===== src/rtl/mc_ctrl_pkg.sv =====
// Shared encodings for the multicycle controller: FSM states, instruction
// classes, opcode/funct values and every datapath select encoding. The
// extender, ALU and controller all import this package so they agree on codes.
package mc_ctrl_pkg;

    typedef enum logic [2:0] {
        ST_FETCH  = 3'd0,
        ST_DECODE = 3'd1,
        ST_EXEC   = 3'd2,
        ST_MEM    = 3'd3,
        ST_WB     = 3'd4
    } state_t;

    typedef enum logic [3:0] {
        CL_ADDU  = 4'd0,
        CL_SUBU  = 4'd1,
        CL_JR    = 4'd2,
        CL_ORI   = 4'd3,
        CL_ADDIU = 4'd4,
        CL_LUI   = 4'd5,
        CL_LW    = 4'd6,
        CL_SW    = 4'd7,
        CL_BEQ   = 4'd8,
        CL_J     = 4'd9,
        CL_JAL   = 4'd10,
        CL_ILL   = 4'd11
    } iclass_t;

    localparam logic [5:0] OP_RTYPE = 6'h00;
    localparam logic [5:0] OP_J     = 6'h02;
    localparam logic [5:0] OP_JAL   = 6'h03;
    localparam logic [5:0] OP_BEQ   = 6'h04;
    localparam logic [5:0] OP_ADDIU = 6'h09;
    localparam logic [5:0] OP_ORI   = 6'h0D;
    localparam logic [5:0] OP_LUI   = 6'h0F;
    localparam logic [5:0] OP_LW    = 6'h23;
    localparam logic [5:0] OP_SW    = 6'h2B;

    localparam logic [5:0] FN_JR    = 6'h08;
    localparam logic [5:0] FN_ADDU  = 6'h21;
    localparam logic [5:0] FN_SUBU  = 6'h23;

    localparam logic [1:0] EXT_ZERO  = 2'd0;
    localparam logic [1:0] EXT_SIGN  = 2'd1;
    localparam logic [1:0] EXT_UPPER = 2'd2;

    localparam logic [2:0] ALU_ADD = 3'd0;
    localparam logic [2:0] ALU_SUB = 3'd1;
    localparam logic [2:0] ALU_OR  = 3'd2;

    localparam logic ALU_B_REG = 1'b0;
    localparam logic ALU_B_IMM = 1'b1;

    localparam logic [1:0] RD_RT  = 2'd0;
    localparam logic [1:0] RD_RD  = 2'd1;
    localparam logic [1:0] RD_R31 = 2'd2;

    localparam logic [1:0] WD_ALU = 2'd0;
    localparam logic [1:0] WD_MEM = 2'd1;
    localparam logic [1:0] WD_PC4 = 2'd2;

    localparam logic [1:0] NPC_PC4  = 2'd0;
    localparam logic [1:0] NPC_BR   = 2'd1;
    localparam logic [1:0] NPC_JUMP = 2'd2;
    localparam logic [1:0] NPC_RS   = 2'd3;

    // ALU function for an instruction class; lui passes the upper-extended
    // immediate through an add with rs (which the encoding fixes to r0).
    function automatic logic [2:0] alu_fn(input iclass_t cls);
        case (cls)
            CL_SUBU, CL_BEQ: alu_fn = ALU_SUB;
            CL_ORI:          alu_fn = ALU_OR;
            default:         alu_fn = ALU_ADD;
        endcase
    endfunction

    function automatic logic alu_src(input iclass_t cls);
        case (cls)
            CL_ORI, CL_ADDIU, CL_LUI, CL_LW, CL_SW: alu_src = ALU_B_IMM;
            default:                                alu_src = ALU_B_REG;
        endcase
    endfunction

endpackage


===== src/rtl/mc_ctrl_decode.sv =====
// Instruction decoder: maps op/funct to an instruction class, the immediate
// extender mode and an illegal-instruction flag. Purely combinational.
module mc_decode
    import mc_ctrl_pkg::*;
(
    input  logic [5:0] op,
    input  logic [5:0] funct,
    output iclass_t    cls,
    output logic [1:0] ext_op,
    output logic       illegal
);

    // Class lookup; anything not listed falls into CL_ILL.
    always_comb begin
        cls = CL_ILL;
        case (op)
            OP_RTYPE: begin
                case (funct)
                    FN_ADDU: cls = CL_ADDU;
                    FN_SUBU: cls = CL_SUBU;
                    FN_JR:   cls = CL_JR;
                    default: cls = CL_ILL;
                endcase
            end
            OP_ORI:   cls = CL_ORI;
            OP_ADDIU: cls = CL_ADDIU;
            OP_LUI:   cls = CL_LUI;
            OP_LW:    cls = CL_LW;
            OP_SW:    cls = CL_SW;
            OP_BEQ:   cls = CL_BEQ;
            OP_J:     cls = CL_J;
            OP_JAL:   cls = CL_JAL;
            default:  cls = CL_ILL;
        endcase
    end

    // Extender mode depends on the opcode only.
    always_comb begin
        ext_op = EXT_ZERO;
        case (op)
            OP_ADDIU, OP_LW, OP_SW, OP_BEQ: ext_op = EXT_SIGN;
            OP_LUI:                         ext_op = EXT_UPPER;
            default:                        ext_op = EXT_ZERO;
        endcase
    end

    assign illegal = (cls == CL_ILL);

endmodule


===== src/rtl/mc_ctrl.sv =====
// Multicycle Moore controller: FETCH -> DECODE -> EXEC -> MEM -> WB.
// Optional performance counters are built when MC_CTRL_PERF_EN is defined.
//
// state  | meaning
// FETCH  | wait for iv, load IR and advance PC to PC+4
// DECODE | decode IR; jumps and illegal instructions finish here
// EXEC   | ALU operation; beq resolves its branch here
// MEM    | data-memory access, held until dm_ack
// WB     | single-cycle register-file write
module mc_ctrl
    import mc_ctrl_pkg::*;
(
    input  logic        clk,
    input  logic        rst_n,
    input  logic [5:0]  op,
    input  logic [5:0]  funct,
    input  logic        zero,
    input  logic        iv,
    input  logic        dm_ack,
    output logic        pc_we,
    output logic        ir_we,
    output logic        reg_we,
    output logic        dm_req,
    output logic        dm_we,
    output logic        illegal,
    output logic [1:0]  ext_op,
    output logic [2:0]  alu_op,
    output logic        alu_b,
    output logic [1:0]  reg_dst,
    output logic [1:0]  wd_sel,
    output logic [1:0]  npc_sel
`ifdef MC_CTRL_PERF_EN
    ,
    output logic [31:0] cyc_cnt,
    output logic [31:0] ret_cnt
`endif
);

    state_t     state_q;
    state_t     state_d;
    logic [5:0] op_q;
    logic [5:0] funct_q;
    logic [5:0] cur_op;
    logic [5:0] cur_funct;
    iclass_t    cls;
    logic [1:0] dec_ext;
    logic       dec_ill;

    // IR only becomes valid in DECODE, so decode the live fields there and the
    // copy captured at the end of DECODE for the remaining states.
    assign cur_op    = (state_q == ST_DECODE) ? op    : op_q;
    assign cur_funct = (state_q == ST_DECODE) ? funct : funct_q;

    mc_decode u_decode (
        .op      (cur_op),
        .funct   (cur_funct),
        .cls     (cls),
        .ext_op  (dec_ext),
        .illegal (dec_ill)
    );

    // State register and latched instruction fields.
    always_ff @(posedge clk or negedge rst_n) begin
        if (!rst_n) begin
            state_q <= ST_FETCH;
            op_q    <= '0;
            funct_q <= '0;
        end else begin
            state_q <= state_d;
            if (state_q == ST_DECODE) begin
                op_q    <= op;
                funct_q <= funct;
            end
        end
    end

    // Next-state logic.
    always_comb begin
        state_d = state_q;
        case (state_q)
            ST_FETCH: begin
                if (iv) state_d = ST_DECODE;
            end
            ST_DECODE: begin
                if (dec_ill) begin
                    state_d = ST_FETCH;
                end else begin
                    case (cls)
                        CL_J, CL_JAL, CL_JR: state_d = ST_FETCH;
                        default:             state_d = ST_EXEC;
                    endcase
                end
            end
            ST_EXEC: begin
                case (cls)
                    CL_BEQ:       state_d = ST_FETCH;
                    CL_LW, CL_SW: state_d = ST_MEM;
                    default:      state_d = ST_WB;
                endcase
            end
            ST_MEM: begin
                if (dm_ack) state_d = (cls == CL_LW) ? ST_WB : ST_FETCH;
            end
            ST_WB:   state_d = ST_FETCH;
            default: state_d = ST_FETCH;
        endcase
    end

    // Output decode; gating with rst_n drops every output the moment reset
    // asserts, including a dm_req that is mid-access.
    always_comb begin
        pc_we   = 1'b0;
        ir_we   = 1'b0;
        reg_we  = 1'b0;
        dm_req  = 1'b0;
        dm_we   = 1'b0;
        illegal = 1'b0;
        ext_op  = EXT_ZERO;
        alu_op  = ALU_ADD;
        alu_b   = ALU_B_REG;
        reg_dst = RD_RT;
        wd_sel  = WD_ALU;
        npc_sel = NPC_PC4;
        if (rst_n) begin
            case (state_q)
                ST_FETCH: begin
                    ir_we = iv;
                    pc_we = iv;
                end
                ST_DECODE: begin
                    ext_op = dec_ext;
                    if (dec_ill) begin
                        illegal = 1'b1;
                    end else begin
                        case (cls)
                            CL_J: begin
                                pc_we   = 1'b1;
                                npc_sel = NPC_JUMP;
                            end
                            CL_JAL: begin
                                pc_we   = 1'b1;
                                npc_sel = NPC_JUMP;
                                reg_we  = 1'b1;
                                reg_dst = RD_R31;
                                wd_sel  = WD_PC4;
                            end
                            CL_JR: begin
                                pc_we   = 1'b1;
                                npc_sel = NPC_RS;
                            end
                            default: ;
                        endcase
                    end
                end
                ST_EXEC: begin
                    ext_op = dec_ext;
                    alu_op = alu_fn(cls);
                    alu_b  = alu_src(cls);
                    if (cls == CL_BEQ) begin
                        pc_we   = zero;
                        npc_sel = NPC_BR;
                    end
                end
                ST_MEM: begin
                    ext_op = dec_ext;
                    alu_op = alu_fn(cls);
                    alu_b  = alu_src(cls);
                    dm_req = 1'b1;
                    dm_we  = (cls == CL_SW);
                end
                ST_WB: begin
                    ext_op  = dec_ext;
                    alu_op  = alu_fn(cls);
                    alu_b   = alu_src(cls);
                    reg_we  = 1'b1;
                    reg_dst = (cls == CL_ADDU || cls == CL_SUBU) ? RD_RD : RD_RT;
                    wd_sel  = (cls == CL_LW) ? WD_MEM : WD_ALU;
                end
                default: ;
            endcase
        end
    end

`ifdef MC_CTRL_PERF_EN
    logic retire;

    // An instruction retires on any return to FETCH except the illegal exit.
    assign retire = (state_q != ST_FETCH) && (state_d == ST_FETCH)
                    && !((state_q == ST_DECODE) && dec_ill);

    // Free-running cycle counter and retired-instruction counter, both wrapping.
    always_ff @(posedge clk or negedge rst_n) begin
        if (!rst_n) begin
            cyc_cnt <= '0;
            ret_cnt <= '0;
        end else begin
            cyc_cnt <= cyc_cnt + 32'd1;
            if (retire) ret_cnt <= ret_cnt + 32'd1;
        end
    end
`endif

endmodule


===== config.mk =====
export PLATFORM = sky130hd
export DESIGN_NAME = mc_ctrl
export DESIGN_NICKNAME = d
export VERILOG_FILES = /design/src/rtl/mc_ctrl_pkg.sv /design/src/rtl/mc_ctrl_decode.sv /design/src/rtl/mc_ctrl.sv
export SDC_FILE = /design/constraint.sdc
export NUM_CORES = 1
export LEC_CHECK = 0
export CORE_MARGIN = 8
export CORE_UTILIZATION = 60
export CTS_CLUSTER_SIZE = 24
export DETAILED_ROUTE_END_ITERATION = 8
export DONT_BUFFER_PORTS = 1
export PLACE_DENSITY = 0.76
export SYNTH_ARGS = -nofsm -noshare
export SYNTH_HDL_FRONTEND = slang
export SYNTH_SLANG_ARGS = --single-unit

===== constraint.sdc =====
create_clock -name clk -period 7.6 [get_ports clk]
set_clock_uncertainty 0.2 [all_clocks]
set_input_delay 0.76 -clock clk [delete_from_list [all_inputs] [get_ports clk]]
set_output_delay 0.76 -clock clk [all_outputs]
set_load 0.02 [all_outputs]

==> results.tsv, run 1 <==
stage	metric	value	unit
worst_setup_path	critPathMaxFanout	12	
floorplanning	start_util	0.631	
floorplanning	dieArea	4500	sq um
sta	drv_slew	0	
layout	antenna_cells	0	
yosys	synth_edf_count	0	
yosys	postSynthCellCount	201	
worst_setup_path	arrival	3380	ps
cts	cts_tree	done	
cts	clock_latency	280	ps
sta	finalSetupTns	0	ps
sta	finalSetupViolCount	0	
global_routing	grt_pass1_wl	7010	um
yosys	synth_common_cells	nand2_1, nor2_1, dfrtp_1	
global_routing	gr-total-overflow	0	
yosys	ys_top_cells_by_area	dfrtp_1, nand2_1, mux2i_1	
floorplanning	die_h	67.1	um
yosys	syn-mean-instance-area	7.78	sq um
sta	timing.final.crit_share	0.571	
floorplanning	die_x	67.1	um
place	pre_cts_slack	3670	ps
cts	htreeDepth	1	
yosys	synth_area	1560	sq um
power_and_ir_drop	power.leakage	0.605	nW
cts	clk_pin_slew	80	ps
yosys	synth_cell_type_count	55	
place	placed_area	1520	sq um
layout	drive_gt1_frac	0.109	
worst_setup_path	worst_path_max_delay_cell	dfrtp_1	
place	dp_hpwl	3260	um
worst_setup_path	critPathKind	flop to output pin	
sta	hold_viol_final	0	
yosys	yosysWarnings	0	
global_routing	antenna_found_initial	0	
worst_setup_path	rr_worst_depth	8	
power_and_ir_drop	irDropWorstVdd	0.252	mV
sta	clock.fmax	231	MHz
floorplanning	core	2480	sq um
worst_hold_path	hold_depth	2	
global_routing	gr-usage-all-layers	0.200	
sta	relSlewSlack	0.346	
worst_hold_path	hold_class	flop to flop	
status	run_status	finished, final reports clean	
place	port-buffer-count	0	
global_routing	grt_max_degree	25	
sta	rsz0062_at_grt	no	
sta	setup_ws	3260	ps
yosys	synth_top_flop_cell	dfrtp_1	
route	initialDrtViolationCount	125	
worst_setup_path	crit_family	simple AND/OR/NAND/NOR gates	
worst_setup_path	worst-path-stages	7	
worst_setup_path	required	6640	ps
worst_setup_path	path_cells	nor3b_4 > mux2i_1 > o21a_2 > nor2_1 > nor3_4 > and4bb_1 > a31o_1	
yosys	synth_top_cell_by_area	dfrtp_1	
power_and_ir_drop	p_per_area	379	nW/um^2
job	maxCapViolCount	0	
cts	max-clock-path-buffers	2	
worst_setup_path	critPathLaunchType	flop	
yosys	ys_seq_area_frac	0.240	
cts	clock-sinks	15	
route	drc	0	
yosys	synth.top_cell.area_share	0.240	
yosys	syn_nets	218	
route	totalWireLength	4300	um
cts	clockRootBuffer	clkbuf_4	
route	route.vias.total	1521	
route	drtAntennaViolNets	0	
yosys	yosysMostFrequentCell	nand2_1	
layout	syn_to_final_growth	-0.480	%
layout	fin_util	0.628	
worst_setup_path	crit_buf_inv	0	
cts	cts_inserted_buffers	3	
cts	cts.repair.resized	0	
route	post_drt_wl_per_cell	19.4	um
sta	hold_slack	306	ps
place	place_congestion	1.02	
layout	fin_area	1560	sq um
worst_setup_path	cpPeakStageDelay	580	ps
layout	nNetsFinal	210	
yosys	synth_async_sr_flop_share	1.00	
sta	fin_crit	4340	ps
yosys	synth-seq-cells	15	
floorplanning	rows	18	
worst_setup_path	worst_setup_path_end_kind	output pin	
route	viasPerCell	6.85	
floorplanning	io_pins	35	
sta	tightestPinTransition	968	ps
route	drt_pass1_iterations	4	
global_routing	grt_pass1_vias	1484	
-- state kept, by name (all words and copies together) (netlist names) --
name and count:
funct_q 6, op_q 6, state_q 3
-- final timing paths --
path                            start         end  slack, ps
min in group asynchronous       rst_n     op_q[2]        750
max                        state_q[0]      reg_we       3260
min                        funct_q[1]  funct_q[1]        310
min reg2reg                funct_q[1]  funct_q[1]        310
max in group asynchronous       rst_n  funct_q[0]       6000
max reg2reg                state_q[0]  state_q[1]       4590
-- area by class of cell --
type | count | area [sq um]
clock buffer | 4 | 26.3
fill | 228 | 921
inverter | 4 | 15.0
multi-input combinational | 167 | 1080
sequential | 15 | 375
tap | 30 | 37.5
timing repair buffer | 2 | 17.5
-- cells in the final DEF, fill, tap and decap left out, types with 4 or more instances in the layout --
cell      netlist  layout
nand2b_1        5       5
a21oi_1         9       9
nor3_1          4       4
a211oi_1        4       4
mux2i_1         7       7
nor2_1         18      18
nand3_1         5       5
nand4b_1        5       5
nand2_1        43      43
nor2b_1         6       6
dfrtp_1        15      15
mux2_2          4       4
nor4_1          5       5
-- worst register-to-register path, cell delays in order (launching register included) --
cell and delay [ps]:
dfrtp_1 580, nor3b_4 430, buf_4 350, mux2_1 390, nand4b_1 220, and2_1 220, and2_1 160, a21oi_1 200
a32o_1 200
-- power by group --
group / internal (mW) / switching, mW
clock network: 0.0204 / 0.0254
logic: 0.144 / 0.220
registers: 0.117 / 0.0621
-- metrics by stage --
step | total power [mW] | cells
6_report | 0.589 | 222
5_1_grt | 0.636 | 222
4_1_cts | 0.585 | 222
3_5_place_dp | 0.536 | 217
3_3_place_gp | 0.524 | 217
2_1_floorplan | 0.481 | 201
-- routing by layer --
metal | global-route usage | routed length, um | up-vias
met4 | 0.102 | 155 | 0
li1 | - | - | 711
met2 | 0.331 | 2130 | 86
met1 | 0.233 | 1630 | 708
met5 | 0 | 0 | -
met3 | 0.0503 | 388 | 16
-- cells by family (layout without fill, tap and decap cells) --
group / count (synthesis) / in the layout / share of synthesized area
muxes: 13 / 13 / 0.0880
and+or+nand+nor: 115 / 115 / 0.413
buffers and inverters: 19 / 10 / 0.0664
xor gates and xnor gates: 1 / 1 / 0.00560
other: 1 / 1 / 0.00240
DFF: 15 / 15 / 0.240
AOI/OAI and AO/OA: 37 / 37 / 0.185
-- what timing repair did --
item | in CTS | in global routing
setup endpoints to repair | 0 | 0
hold buffers | 1 | 0
setup buffers | 0 | 0
endpoints found under the hold margin | 15 | 0
(Power assumes the default switching activity.)
==> run 2: changes to the inputs <==
clock period = 4.2 ns   (was 7.6 ns; I/O delays follow)
==> run 2 against run 1 <==
Effect of this change: first-iteration DRC count increased by 42%; setup slack got worse by 2700 ps; sequential share of layout area decreased by 0.57 points; critical path type unchanged; non-clock buffer count increased by 5; final cell count increased by 2.3%; critical endpoint is now npc_sel[0]; count of clock-buffer cells in the layout unchanged; core utilization increased by 1.5 points; die area unchanged; via count increased by 3.7%.
==> results.tsv, run 2 (same netlist as run 1, synthesis figures left out) <==
stage	metric	value	unit	change
power_and_ir_drop	irDropWorstVdd	0.505	mV	+100%
route	drtAntennaViolNets	0		unchanged
floorplanning	dieArea	4500	sq um	unchanged
sta	tightestPinTransition	940	ps	-27.9 ps
layout	fin_util	0.643		+0.0152
global_routing	grt_pass1_wl	7070	um	+0.88%
worst_setup_path	required	3580	ps	-3060 ps
sta	hold_slack	40.9	ps	-265 ps
power_and_ir_drop	switching_share	0.522		about the same
floorplanning	rows	18		unchanged
floorplanning	core	2480	sq um	unchanged
route	post_drt_wl_per_cell	18.8	um	-2.8%
route	totalWireLength	4270	um	-0.65%
power_and_ir_drop	p_sw	0.561	mW	+82%
worst_setup_path	cpPeakStageDelay	540	ps	-40 ps
worst_setup_path	critPathKind	flop to output pin		
layout	reg_top3	funct_q (6), op_q (6), state_q (3)		
layout	fillers	223		-2.2%
global_routing	gr-usage-all-layers	0.200		+0.000343
layout	regArea	375	sq um	unchanged
global_routing	grt_max_degree	29		+16%
worst_setup_path	path_cells	nor3b_4 > mux2i_1 > o21a_2 > nor2_1 > nor3_4 > or4b_1 > nand2_1		
route	viasPerCell	6.95		+1.4%
power_and_ir_drop	p_int	0.513	mW	+82%
worst_setup_path	worst_path_max_delay_cell	dfrtp_1		
power_and_ir_drop	power.leakage	0.632	nW	+4.5%
layout	nNetsFinal	215		+2.4%
power_and_ir_drop	power_frac_comb	0.623		+0.005
layout	drive_gt1_frac	0.132		+0.0226
route	initialDrtViolationCount	177		+42%
cts	clock-sinks	15		unchanged
power_and_ir_drop	power	1.07	mW	+82%
global_routing	gr-total-overflow	0		unchanged
place	dp_hpwl	3240	um	-0.53%
worst_hold_path	hold_class	input pin to flop		
place	place_congestion	0.932		-8.9%
sta	relSlewSlack	0.365		+0.0189
worst_setup_path	arrival	3030	ps	-350 ps
global_routing	antenna_found_initial	0		unchanged
layout	syn_to_final_growth	1.92	%	
power_and_ir_drop	p_seq_frac	0.303		about the same
power_and_ir_drop	clock_power_share	0.075		-0.003
layout	final_cell_mix	nand2_1, nor2_1, dfrtp_1, a21oi_1, mux2i_1		
route	drt_pass1_iterations	5		+1
place	port-buffer-count	0		unchanged
floorplanning	die_h	67.1	um	unchanged
floorplanning	die_x	67.1	um	unchanged
sta	fin_crit	3650	ps	
sta	drv_slew	0		unchanged
layout	final_common_cell	nand2_1		
cts	clockRootBuffer	clkbuf_4		
cts	max-clock-path-buffers	2		unchanged
route	drc	0		unchanged
cts	cts_tree	done		
sta	hold_viol_final	0		unchanged
floorplanning	start_util	0.631		unchanged
cts	htreeDepth	1		unchanged
status	run_status	finished, final reports clean		
floorplanning	io_pins	35		unchanged
layout	multi_input_area	1080	sq um	unchanged
cts	clk_pin_slew	80	ps	about the same
layout	antenna_cells	0		unchanged
route	route.vias.total	1577		+3.7%
sta	clock.fmax	274	MHz	
cts	clock_latency	280	ps	about the same
job	maxCapViolCount	0		unchanged
power_and_ir_drop	p_per_area	674	nW/um^2	+78%
sta	finalSetupViolCount	0		unchanged
global_routing	grt_pass1_vias	1484		unchanged
cts	cts.repair.resized	0		unchanged
sta	timing.final.crit_share	0.868		
worst_setup_path	critPathLaunchType	flop		
cts	cts_inserted_buffers	3		unchanged
sta	finalSetupTns	0	ps	unchanged
worst_setup_path	worst_setup_path_end_kind	output pin		
worst_setup_path	critPathMaxFanout	12		unchanged
sta	rsz0062_at_grt	no		
[run 2: changes by cell type in the layout (fill, tap and decap cells not counted)]
cell / delta
buf_4: +5
[run 2: stage by stage]
step | instance area [sq um] | cells | worst slack, ps
after detailed placement | 1560 | 222 | 876
after global placement | 1560 | 222 | 1030
after floorplan | 1560 | 201 | 1170
final | 1590 | 227 | 554
after CTS | 1590 | 227 | 541
after global routing | 1590 | 227 | 362
[run 2: path summary, 6_finish.rpt]
check,from,to,slack (ps),depth (start not counted)
max,state_q[0],npc_sel[0],550,7
min,funct[4],funct_q[4],40,2
max reg2reg,state_q[0],state_q[1],1330,8
min reg2reg,funct_q[3],funct_q[3],320,2
max in group asynchronous,rst_n,funct_q[1],2990,1
min in group asynchronous,rst_n,op_q[0],400,1
[run 2: area by class of cell]
cell class | count | area share
flip-flops and latches | 15 | 0.235
well taps | 30 | 0.0235
repair buffers | 7 | 0.0345
multi-input cells | 167 | 0.681
inverters | 4 | 0.00942
clock buffers | 4 | 0.0165
[run 2: power by group through the flow]
stage | logic, mW | registers [mW] | clock network (mW)
after floorplan | 0.621 | 0.250 | 0
after global placement | 0.632 | 0.317 | 0
after detailed placement | 0.651 | 0.322 | 0
after CTS | 0.657 | 0.320 | 0.0847
after global routing | 0.730 | 0.335 | 0.0900
final | 0.669 | 0.325 | 0.0802
[run 2: critical path: cells and delay by family (launching register included)]
kind,cells,cell delay [ps]
flops,1,540
simple gates,5,1440
compound gates,1,290
mux,1,470
[run 2: repair_timing]
action	in CTS	in global routing
buffers inserted	0	0
setup endpoints to repair	0	0
endpoints found under the hold margin	15	0
hold buffers	1	0
[run 2: metal layers]
metal	global-route usage	vias to the layer above	routed length, um
met5	0	-	0
met4	0.0914	0	127
met3	0.0520	16	293
met2	0.333	75	2130
met1	0.235	759	1720
li1	-	727	-
==> run 3: changes to the inputs <==
clock period = 4.7 ns   (was 4.2 ns; I/O delays follow)
==> run 3 against run 2 <==
Effect of this change: register-to-register slack better by 60 ps; setup slack gained 69 ps; count of clock-buffer cells in the layout fell by 1; die area unchanged; via count is 3.0% lower; sequential share of layout area is 0.093 points higher; wire length is 0.12% higher; clock power is 8.6% lower; critical path depth is the same; combinational power shrank 12%; sequential power decreased by 11%; worst hold slack improved by 45 ps; critical path type unchanged; critical endpoint unchanged; highest routed layer unchanged.
==> results.tsv, run 3 (same netlist as run 1, synthesis figures left out) <==
stage	metric	value	unit	change
power_and_ir_drop	power.leakage	0.629	nW	-0.43%
global_routing	grt_pass1_wl	6910	um	-2.2%
power_and_ir_drop	p_sw	0.492	mW	-12%
sta	rsz0062_at_grt	no		
floorplanning	die_h	67.1	um	unchanged
sta	timing.final.crit_share	0.867		
power_and_ir_drop	irDropWorstVdd	0.508	mV	+0.65%
floorplanning	rows	18		unchanged
cts	clk_pin_slew	90	ps	about the same
sta	clock.fmax	245	MHz	
worst_hold_path	hold_path.startpoint	funct[2]		
global_routing	antenna_found_initial	0		unchanged
route	drt_pass1_iterations	4		-1
floorplanning	dieArea	4500	sq um	unchanged
global_routing	grt_max_degree	21		-28%
global_routing	gr-usage-all-layers	0.195		-0.00547
route	post_drt_wl_per_cell	18.9	um	+0.56%
sta	fin_crit	4080	ps	
cts	cts_tree	done		
route	drtAntennaViolNets	0		unchanged
job	maxCapViolCount	0		unchanged
worst_setup_path	cpPeakStageDelay	720	ps	+180 ps
cts	max-clock-path-buffers	2		unchanged
worst_setup_path	worst_setup_path_end_kind	output pin		
place	dp_cells	221		-0.45%
sta	hold_slack	85.7	ps	+44.8 ps
floorplanning	core	2480	sq um	unchanged
worst_setup_path	reg2reg_slack	1390	ps	+60 ps
worst_setup_path	critPathMaxFanout	18		+6
power_and_ir_drop	switching_share	0.519		-0.00325
place	place_congestion	0.991		+6.3%
sta	hold_viol_final	0		unchanged
sta	tightestPinTransition	942	ps	+2.00 ps
cts	cts.repair.resized	0		unchanged
worst_setup_path	required	4030	ps	+450 ps
global_routing	grt_pass1_vias	1457		-1.8%
power_and_ir_drop	p_seq_frac	0.304		about the same
status	run_status	finished, final reports clean		
cts	cts_inserted_buffers	3		unchanged
route	viasPerCell	6.77		-2.6%
layout	antenna_cells	0		unchanged
worst_setup_path	crit_family	simple AND/OR/NAND/NOR gates		
worst_setup_path	arrival	3410	ps	+380 ps
worst_setup_path	timing.rr.end	state_q[1]		
place	dp_hpwl	3330	um	+2.7%
worst_hold_path	hold_class	input pin to flop		
layout	drive_gt1_frac	0.133		+0.000673
power_and_ir_drop	clock_power_share	0.077		+0.002
sta	drv_slew	0		unchanged
worst_hold_path	hold_depth	2		unchanged
cts	clock_latency	290	ps	about the same
layout	multi_input_area	1080	sq um	unchanged
layout	final_cell_mix	nand2_1, nor2_1, dfrtp_1, a21oi_1, mux2i_1		
route	route.vias.total	1530		-3.0%
power_and_ir_drop	power_frac_comb	0.619		-0.004
worst_setup_path	crit_buf_inv	0		unchanged
sta	relSlewSlack	0.363		-0.00135
place	port-buffer-count	0		unchanged
cts	clock-sinks	15		unchanged
route	drc	0		unchanged
worst_setup_path	path_cells	nor3b_4 > mux2i_1 > o21a_2 > nor2_1 > nor3_4 > or4b_1 > nand2_1		
power_and_ir_drop	p_int	0.457	mW	-11%
power_and_ir_drop	p_per_area	598	nW/um^2	-11%
floorplanning	die_x	67.1	um	unchanged
worst_setup_path	rr_worst_depth	8		unchanged
layout	syn_to_final_growth	1.52	%	
floorplanning	io_pins	35		unchanged
sta	finalSetupTns	0	ps	unchanged
floorplanning	start_util	0.631		unchanged
layout	fin_cells	226		-0.44%
route	initialDrtViolationCount	243		+37%
sta	finalSetupViolCount	0		unchanged
worst_hold_path	hold_end	funct_q[2]		
cts	htreeDepth	1		unchanged
worst_setup_path	reg2reg_from	state_q[0]		
layout	final_common_cell	nand2_1		
layout	reg_top3	funct_q (6), op_q (6), state_q (3)		
worst_setup_path	critPathLaunchType	flop		
worst_setup_path	worst_path_max_delay_cell	nor3b_4		
cts	clockRootBuffer	clkbuf_4		
global_routing	gr-total-overflow	0		unchanged
layout	regArea	375	sq um	unchanged
layout	fillers	234		+4.9%
route	totalWireLength	4270	um	+0.12%
worst_setup_path	critPathKind	flop to output pin		
layout	nNetsFinal	214		-0.47%
## run 3: cell types whose count changed in the layout (fill, tap and decap cells not counted), sizes merged
| cell | previous run | this run |
|---|---|---|
| buf | 6 | 5 |
| clkbuf | 4 | 3 |
| clkinv | 0 | 1 |
## run 3: repair_timing
item                                   in CTS  in global routing
endpoints found under the hold margin      15                  0
setup buffers                               0                  0
hold buffers                                1                  0
## run 3: worst max path at each step
stage               startpoint          to  cells past startpoint
floorplan           state_q[2]       dm_we                      8
finish              state_q[0]  npc_sel[0]                      7
global route        state_q[0]  npc_sel[0]                      7
detailed placement  state_q[0]  npc_sel[0]                      7
global placement    state_q[0]   ext_op[0]                      5
CTS                 state_q[0]   ext_op[0]                      5
## run 3: area by class of cell
| type | count | area share |
|---|---|---|
| Sequential cell | 15 | 0.236 |
| Multi-Input combinational cell | 167 | 0.683 |
| Clock inverter | 1 | 0.00315 |
| Timing Repair Buffer | 6 | 0.0299 |
| Clock buffer | 3 | 0.0142 |
| Inverter | 4 | 0.00946 |
| Tap cell | 30 | 0.0236 |
## run 3: power groups by stage
stage | Clock (mW) | Combinational (mW) | Sequential (mW)
2_1_floorplan | 0 | 0.555 | 0.224
3_3_place_gp | 0 | 0.565 | 0.283
3_5_place_dp | 0 | 0.575 | 0.287
4_1_cts | 0.0757 | 0.580 | 0.285
5_1_grt | 0.0813 | 0.642 | 0.301
6_report | 0.0733 | 0.587 | 0.288
## run 3: routing by layer
metal  track usage  routed length, um  vias to the layer above
li1              -                  -                      722
met1         0.219               1740                      730
met2         0.323               2060                       60
met3        0.0520                266                       18
met4         0.115                200                        0
met5             0                  0                        -
## run 3: stage by stage
step	power [mW]	utilization	instance area, sq um	worst slack, ps
2_1_floorplan	0.779	-	1560	1620
3_3_place_gp	0.848	0.626	1550	1060
3_5_place_dp	0.862	0.626	1550	1000
4_1_cts	0.941	0.641	1590	656
5_1_grt	1.02	0.641	1590	389
6_report	0.949	0.641	1590	623
## run 3: worst register-to-register path, delay by kind of cell (launching register included)
kind	cells	cell delay (ps)
simple gates	4	1380
buf+inv	1	320
flops	1	550
mux	1	370
compound gates	2	430
